[src/rtl/pll_rst_sequencer_pkg.sv]
// Shared definitions for the PLL reset sequencer.
//   - FSM state encodings (plain 3-bit constants so older tools and
//     hand-written checkers can compare against raw values)
//   - Output field widths for the retry count and the lock-loss count
//   - max_of(): sizes the shared sequencing counter
package pll_pkg;

  localparam int RETRY_W    = 4;
  localparam int LOSS_CNT_W = 16;

  typedef logic [2:0] state_t;

  localparam state_t ST_RST_PLL   = 3'd0;
  localparam state_t ST_WAIT_LOCK = 3'd1;
  localparam state_t ST_FILTER    = 3'd2;
  localparam state_t ST_RELEASE   = 3'd3;
  localparam state_t ST_RUN       = 3'd4;
  localparam state_t ST_FAIL      = 3'd5;

  function automatic int max_of(int a, int b);
    return (a > b) ? a : b;
  endfunction

endpackage

[src/rtl/pll_rst_sequencer_sync_2ff.sv]
// sync_2ff: 1-bit two-flop synchroniser with synchronous active-low reset.
//   clk   in   destination clock
//   rst_n in   synchronous reset, active-low; clears both flops to 0
//   d     in   asynchronous input
//   q     out  synchronised output, 2 cycles after d is first sampled
module sync_2ff (
  input  logic clk,
  input  logic rst_n,
  input  logic d,
  output logic q
);

  logic [1:0] sync_q;

  always_ff @(posedge clk) begin
    if (!rst_n) sync_q <= 2'b00;
    else        sync_q <= {sync_q[0], d};
  end

  assign q = sync_q[1];

endmodule

[src/rtl/pll_rst_sequencer.sv]
// pll_rst_sequencer: supervises a PLL wrapper and sequences per-domain resets.
// Pulses the PLL reset, waits for lock with timeout/retry, debounces lock,
// then releases domain resets one by one, STAGGER cycles apart. Loss of lock
// in RELEASE/RUN tears everything down and restarts from a PLL reset.
//   clk           in   free-running reference clock (PLL input clock)
//   rst_n         in   synchronous reset, active-low
//   pll_lock      in   raw PLL lock, asynchronous to clk
//   pll_rst       out  PLL reset, active-high
//   domain_rst_n  out  per-domain reset, active-low, bit 0 released first
//   ready         out  high in RUN
//   fail          out  high in FAIL (sticky until rst_n)
//   retry_cnt     out  failed lock attempts in the current sequence
//   lock_lost     out  one-cycle pulse when lock drops in RELEASE/RUN
// Optional (`define LOCK_LOSS_COUNT_EN):
//   lock_loss_clr in   clears lock_loss_cnt next cycle (beats increment)
//   lock_loss_cnt out  saturating count of lock_lost pulses
module pll_rst_sequencer
  import pll_pkg::*;
#(
  parameter int NUM_DOMAINS    = 3,
  parameter int PLL_RST_CYCLES = 64,
  parameter int LOCK_TIMEOUT   = 500000,
  parameter int LOCK_FILT      = 1024,
  parameter int STAGGER        = 16,
  parameter int MAX_RETRY      = 3
) (
  input  logic                   clk,
  input  logic                   rst_n,
  input  logic                   pll_lock,
`ifdef LOCK_LOSS_COUNT_EN
  input  logic                   lock_loss_clr,
  output logic [LOSS_CNT_W-1:0]  lock_loss_cnt,
`endif
  output logic                   pll_rst,
  output logic [NUM_DOMAINS-1:0] domain_rst_n,
  output logic                   ready,
  output logic                   fail,
  output logic [RETRY_W-1:0]     retry_cnt,
  output logic                   lock_lost
);

  // One counter is shared by every timed state; only one runs at a time.
  localparam int CNT_MAX = max_of(max_of(PLL_RST_CYCLES, LOCK_TIMEOUT),
                                  max_of(LOCK_FILT, STAGGER));
  localparam int CNT_W   = $clog2(CNT_MAX) + 1;

  state_t           state;
  logic [CNT_W-1:0] cnt;
  logic             lock_s;
  logic             loss_evt;

  sync_2ff u_lock_sync (
    .clk   (clk),
    .rst_n (rst_n),
    .d     (pll_lock),
    .q     (lock_s)
  );

  assign loss_evt = ((state == ST_RELEASE) || (state == ST_RUN)) && !lock_s;

  always_ff @(posedge clk) begin
    if (!rst_n) begin
      state        <= ST_RST_PLL;
      cnt          <= '0;
      pll_rst      <= 1'b1;
      domain_rst_n <= '0;
      ready        <= 1'b0;
      fail         <= 1'b0;
      retry_cnt    <= '0;
      lock_lost    <= 1'b0;
    end else begin
      lock_lost <= 1'b0;
      case (state)
        ST_RST_PLL: begin
          if (cnt == CNT_W'(PLL_RST_CYCLES - 1)) begin
            state   <= ST_WAIT_LOCK;
            pll_rst <= 1'b0;
            cnt     <= '0;
          end else begin
            cnt <= cnt + 1'b1;
          end
        end
        ST_WAIT_LOCK: begin
          // Lock is tested before the timeout so a coincident rise wins.
          if (lock_s) begin
            state <= ST_FILTER;
            cnt   <= '0;
          end else if (cnt == CNT_W'(LOCK_TIMEOUT - 1)) begin
            retry_cnt <= retry_cnt + 1'b1;
            cnt       <= '0;
            if (retry_cnt == RETRY_W'(MAX_RETRY - 1)) begin
              state <= ST_FAIL;
              fail  <= 1'b1;
            end else begin
              state   <= ST_RST_PLL;
              pll_rst <= 1'b1;
            end
          end else begin
            cnt <= cnt + 1'b1;
          end
        end
        ST_FILTER: begin
          if (!lock_s) begin
            state <= ST_WAIT_LOCK;
            cnt   <= '0;
          end else if (cnt == CNT_W'(LOCK_FILT - 1)) begin
            state        <= ST_RELEASE;
            cnt          <= '0;
            domain_rst_n <= NUM_DOMAINS'(1);
          end else begin
            cnt <= cnt + 1'b1;
          end
        end
        ST_RELEASE, ST_RUN: begin
          if (loss_evt) begin
            state        <= ST_RST_PLL;
            cnt          <= '0;
            pll_rst      <= 1'b1;
            domain_rst_n <= '0;
            ready        <= 1'b0;
            lock_lost    <= 1'b1;
          end else if (state == ST_RELEASE) begin
            if (domain_rst_n[NUM_DOMAINS-1]) begin
              state     <= ST_RUN;
              ready     <= 1'b1;
              retry_cnt <= '0;
            end else if (cnt == CNT_W'(STAGGER - 1)) begin
              // Shift in a 1: the next domain up comes out of reset.
              domain_rst_n <= NUM_DOMAINS'({domain_rst_n, 1'b1});
              cnt          <= '0;
            end else begin
              cnt <= cnt + 1'b1;
            end
          end
        end
        ST_FAIL: ;  // sticky; only rst_n leaves
        default: begin
          state        <= ST_RST_PLL;
          cnt          <= '0;
          pll_rst      <= 1'b1;
          domain_rst_n <= '0;
          ready        <= 1'b0;
        end
      endcase
    end
  end

`ifdef LOCK_LOSS_COUNT_EN
  always_ff @(posedge clk) begin
    if (!rst_n)                           lock_loss_cnt <= '0;
    else if (lock_loss_clr)               lock_loss_cnt <= '0;
    else if (loss_evt && !(&lock_loss_cnt)) lock_loss_cnt <= lock_loss_cnt + 1'b1;
  end
`endif

endmodule

[config.mk]
export PLATFORM = sky130hd
export DESIGN_NAME = pll_rst_sequencer
export DESIGN_NICKNAME = d
export VERILOG_FILES = /design/src/rtl/pll_rst_sequencer_pkg.sv /design/src/rtl/pll_rst_sequencer_sync_2ff.sv /design/src/rtl/pll_rst_sequencer.sv
export SDC_FILE = /design/constraint.sdc
export NUM_CORES = 1
export LEC_CHECK = 0
export BUFFER_PORTS_ARGS = -buffer_cell sky130_fd_sc_hd__buf_2
export CAP_MARGIN = 20
export CORE_AREA = 2 2 50 88
export DETAILED_ROUTE_END_ITERATION = 7
export DIE_AREA = 0 0 52 90
export PLACE_DENSITY = 0.7
export SYNTH_ARGS = -nofsm -noshare
export SYNTH_HDL_FRONTEND = slang
export SYNTH_HIERARCHICAL = 1
export SYNTH_SLANG_ARGS = --single-unit
[constraint.sdc]
create_clock -name clk -period 3.8 [get_ports clk]
set_input_delay 0.19 -clock clk [delete_from_list [all_inputs] [get_ports clk]]
set_output_delay 0.19 -clock clk [all_outputs]
set_load 0.05 [all_outputs]
# Word level (Yosys, flattened, before mapping)
# Cells that the tools add are included.
# word_totals
latchBits	0
mem_count	0
out_inout_bits	11
romBits	0
mem_bits_rw	0
wordCells	105
register_bits	36
input_bits	3
# classes
mux	44
n_div	0
multipliers	0
addsub	2
n_lt_le_gt_ge	0
n_shift	0
reduce_logical	18
n_eq_ne	26
n_bitwise	5
# ops
op	n
$mux 20	9
$pmux 20 s5	1
$mux 3	15
$reduce_and 6->1	4
$add 20x1->20 const B	1
$eq 20x10->1 const B	1
$eq 20x19->1 const B	1
$eq 20x4->1 const B	1
$eq 20x6->1 const B	1
$mux 4	5
$ne 2x2->1 const B	9
$ne 3x3->1 const B	5
$pmux 3 s5	1
$mux 1	9
$pmux 3 s3	1
$pmux 4 s2	1
$reduce_and 4->1	2
$eq 3x2->1 const B	2
$eq 3x3->1 const B	2
$reduce_and 3->1	2
$not 1->1	5
$add 4x1->4 const B	1
$eq 4x2->1 const B	1
$pmux 1 s4	1
13 further kinds	14

# Depth between registers and ports, before layout
# logic_depth
ltp_word	6
depth_mapped	8
depth_no_buf	7

# By module
# Netlist, hierarchy kept.
# modules_own_cells
module	area_each_um2	cells_per_inst	instances
pll_rst_sequencer	1949.4	242	1
sync_2ff	52.6	4	1

# Least setup slack after synthesis
# OpenSTA, ideal clock, no wires.
# synth_timing
path_kind	register to register
from	reg cnt[11]
to	reg cnt[11]
t_arrival_ps	2468
path_stages_with_launch	8
slack_ps	1217
cell_sequence	dfxtp_1 -> or4_4 -> or4_1 -> o21a_1 -> or4_4 -> o21ai_4 -> buf_8 -> nor2_2
# synth_via
elab_chain_cells	6
word_cells_on_any_way	15
# synth_lines
element	line	rtl
start: declaration	pll_rst_sequencer.sv:48	logic [CNT_W-1:0] cnt;
start signal: assignment	pll_rst_sequencer.sv:80	cnt <= cnt + 1'b1;
start signal: assignment	pll_rst_sequencer.sv:99	cnt <= cnt + 1'b1;
start signal: assignment	pll_rst_sequencer.sv:111	cnt <= cnt + 1'b1;
$add 20x1->20 or $eq 20x4->1 (tied branches)	-	
$mux 20	pll_rst_sequencer.sv:127	end else if (cnt == CNT_W'(STAGGER - 1)) begin
$mux 20	pll_rst_sequencer.sv:123	if (domain_rst_n[NUM_DOMAINS-1]) begin
$mux 20	pll_rst_sequencer.sv:122	end else if (state == ST_RELEASE) begin
$mux 20	pll_rst_sequencer.sv:115	if (loss_evt) begin
$pmux 20 s5 (*)	pll_rst_sequencer.sv:73	case (state)
# Mark *: on every way between the ends. The rest lies on a longest branch, timed or not. The select of a mux whose other input is x is not followed.
# A chain may end at the register's enable or synchronous reset.

# Final worst setup path
# layout_timing
from	reg cnt[5]
to	reg cnt[4]
# layout_via
elab_chain_cells	6
word_cells_on_any_way	14
# layout_lines
element	line
$eq 20x4->1	pll_rst_sequencer.sv:127
$mux 20	pll_rst_sequencer.sv:127
$mux 20	pll_rst_sequencer.sv:123
$mux 20	pll_rst_sequencer.sv:122
$mux 20	pll_rst_sequencer.sv:115
$pmux 20 s5 (*)	pll_rst_sequencer.sv:73
# Marks and branches as above.

==> key figures <==
STA
  • Max Clock Skew: 0.00613 ns
  • Total count of max-transition violations in the final report: 0
  • Actual slew at the worst max-slew pin: 1.04 ns
  • RSZ-0062 raised after global routing: false
  • Hold Worst Slack: 0.0924 ns
  • Achievable frequency: 351 MHz
  • Number of endpoints failing setup at the final stage: 0
  • Hold violation total from the final report: 0
  • Fraction of the cycle the final worst path needs: 0.749
  • Period minus WS final: 2.85 ns
  • Max-slew headroom at the worst pin: 0.287
  • Setup TNS: 0 ns

Finish
  • Ratio of cells with drive above 1 in the final layout: 0.156
  • Layout overhead on the synthesized area: 10.3%
  • Final std cell area, no fill: 2210 sq um
  • Area of the multi-input gates: 1190 sq um
  • Register area: 721 sq um
  • Layout Nets: 262
  • Number of diodes: 0
  • Share of the core filled with cells in the final layout: 0.553
  • Fillers: 370

Logic synthesis
  • Seq cells post-synth: 36
  • Most common flop cell mapped by yosys: dfxtp_1
  • Average cell area after synthesis: 8.14 sq um
  • Yosys warns: 6
  • Netlist cell types: 47
  • Synthesized instance count: 246
  • Sequential share of the synthesized area: 0.360
  • Post-synth design cell area: 2000 sq um
  • Share of flip-flops with an asynchronous set or reset after synthesis: 0
  • Most area-hungry cell type in the Yosys netlist: dfxtp_1
  • Number of enable flip-flop cells after synthesis: 0
  • Cell types occupying the most area after synthesis: dfxtp_1 36%, nor2_1 4.9%, xor2_1 4.4%
  • Post-synthesis net count: 252
  • Most common library cells after synthesis: 36 x dfxtp_1, 26 x nor2_1, 20 x nand2_1
  • Most instantiated library cell after synthesis: dfxtp_1
  • Portion of synthesized cell area occupied by the leading cell type: 0.360

Power and ir drop
  • Static Leak: 0.830 nW
  • Maximum ir drop on the vdd rail: 0.371 mV
  • Power density of the placed cells: 570 nW/um^2
  • Total power: 1.26 mW

Global route
  • Number of global-route vias before repair: 1,682
  • Pin count of the biggest net entering global routing: 21
  • Global Route met2 Usage: 0.377
  • Initial antenna violation count: 0
  • Sum of overflow across all layers after global routing: 0
  • GRT Overall Usage: 0.222
  • Global routing met3 resource utilization: 0.0349
  • Met1 routing resource usage after global routing: 0.238
  • Wire length of the first global-routing pass: 7.85 mm
  • Gr busiest metal: met2

Critical path
  • Capturing instance or port of the critical path: cnt[4]
  • WP depth: 6
  • Buffers and inverters on the worst path: 0
  • Reg2Reg Capture Point: cnt[4]
  • R2r setup slk: 0.95 ns
  • Endpoint kind of the worst setup timing path: flop
  • Most used cell, CP: or4_4
  • Critical path's slowest cell: or4_4
  • Worst endpoint required time: 3.96 ns
  • Ordered cell list for the critical path: or4_4 -> or4_4 -> o21a_1 -> or4_4 -> o21ai_4 -> nor2_1
  • Reg-to-reg startpoint: cnt[5]
  • Max Fanout on Critical Path: 13
  • Longest individual stage delay on the worst path: 0.58 ns
  • Top delay family on crit path: simple AND/OR/NAND/NOR gates
  • Startpoint of the most critical setup path: cnt[5]
  • Signal arrival time at the worst endpoint: 3.01 ns
  • Type of origin of the critical path: flop
  • Worst reg-to-reg path cell count: 6
  • Startpoint-to-endpoint class of the critical path: reg -> reg

Die
  • Count of boundary I/O pins: 14
  • Row count: 31
  • DIE WIDTH: 52 um
  • Initial Util: 0.501
  • Die area: 4680 sq um
  • Vertical extent of the die: 90 um
  • Core region area: 4000 sq um

Route
  • Count of antenna-violating nets left after detailed routing: 0
  • Length of the first detailed-routing pass in iterations: 4
  • Vias after detailed routing: 1,767
  • Ratio of routed vias to standard cells: 5.77
  • Iter 0 DRT Violations: 55
  • Post-detailed-route DRC marker count: 0
  • Final wirelength: 4.63 mm
  • Routed wire per std cell: 15.1 um

Clock tree
  • Clock tree sinks: 36
  • CTS buffer count: 5
  • Quantity of gates resized following cts: 0
  • Count of hold buffers inserted by post-cts repair: 0
  • Clock Tree Buf Depth: 2
  • Clk pin slew, worst setup/hold paths: 0.07 ns
  • Post-CTS repair timing setup buffer count: 0
  • Deepest level of the CTS H-tree: 2
  • Latest clock arrival within the worst-skew pair: 0.29 ns
  • TritonCTS clock tree: done
  • Cell chosen for the clock root: clkbuf_8

Job
  • Max_cap viols: 0

Place
  • Final weighted congestion in routability-driven placement: 0.916
  • Port Buf Inserts: 13
  • Detailed Place HPWL: 3.46 mm
  • Placed Instance Area: 2080 sq um

Outcome
  • Run status: completed

Worst hold path
  • Class of the tightest hold or removal check: in -> reg
[power breakdown]
part	internal [mW]	switching (mW)
clock network	0.232	0.140
logic	0.145	0.269
registers	0.416	0.0570
total	0.793	0.466
[metal layers]
metal | vias to the layer above | part of all wire
met2 | 34 | 0.53
met4 | 0 | 0.049
met1 | 816 | 0.39
li1 | 901 | -
met5 | - | 0
met3 | 16 | 0.026
[cells by family (layout without fill, tap and decap cells)]
| logic type | Yosys count | after routing | share of synthesized area |
|---|---|---|---|
| buffers and inverters | 20 | 31 | 0.0437 |
| adder cells (fa/ha/maj) | 3 | 3 | 0.0188 |
| XOR/XNOR | 16 | 16 | 0.0700 |
| flip-flops | 36 | 36 | 0.360 |
| AND/OR/NAND/NOR | 126 | 126 | 0.350 |
| AO/OA/AOI/OAI | 44 | 44 | 0.153 |
| multiplexers | 1 | 1 | 0.00500 |
[worst min path at each step]
stage,from,endpoint,slack (ns),depth (start not counted)
5_1_grt,pll_lock,u_lock_sync/sync_q[0],0.1,2
3_5_place_dp,pll_lock,u_lock_sync/sync_q[0],0.40,2
3_3_place_gp,pll_lock,u_lock_sync/sync_q[0],0.39,2
2_1_floorplan,pll_lock,u_lock_sync/sync_q[0],0.31,1
4_1_cts,pll_lock,u_lock_sync/sync_q[0],0.09,2
6_report,pll_lock,u_lock_sync/sync_q[0],0.09,2
[area by class of cell]
type,count,area share
clock buffers,7,0.0436
inverters,9,0.0153
clock inverters,1,0.0136
repair buffers,14,0.0329
well taps,49,0.0278
multi-input cells,190,0.541
flip-flops and latches,36,0.326
[placed cells by master (no fill, tap or decap), types with 9 or more instances in the layout]
master	synthesis	routed
nand3_1	13	13
nor2_2	10	10
buf_2	1	13
xor2_1	10	10
nand4_1	10	10
nand2_1	20	20
dfxtp_1	36	36
nor2_1	26	26
o21ai_0	14	14
inv_1	9	9
[state kept, by name (all words and copies together) (netlist names)]
signal	flops
domain_rst_n	3
fail	1
pll_rst	1
u_lock_sync/sync_q	2
state	3
cnt	20
retry_cnt	4
lock_lost	1
ready	1
[stage by stage]
| step | std cells | worst slack, ns |
|---|---|---|
| 2_1_floorplan | 246 | 1.22 |
| 3_3_place_gp | 298 | 0.984 |
| 3_5_place_dp | 298 | 0.962 |
| 4_1_cts | 306 | 0.945 |
| 5_1_grt | 306 | 0.839 |
| 6_report | 306 | 0.952 |
(Power assumes the default switching activity.)
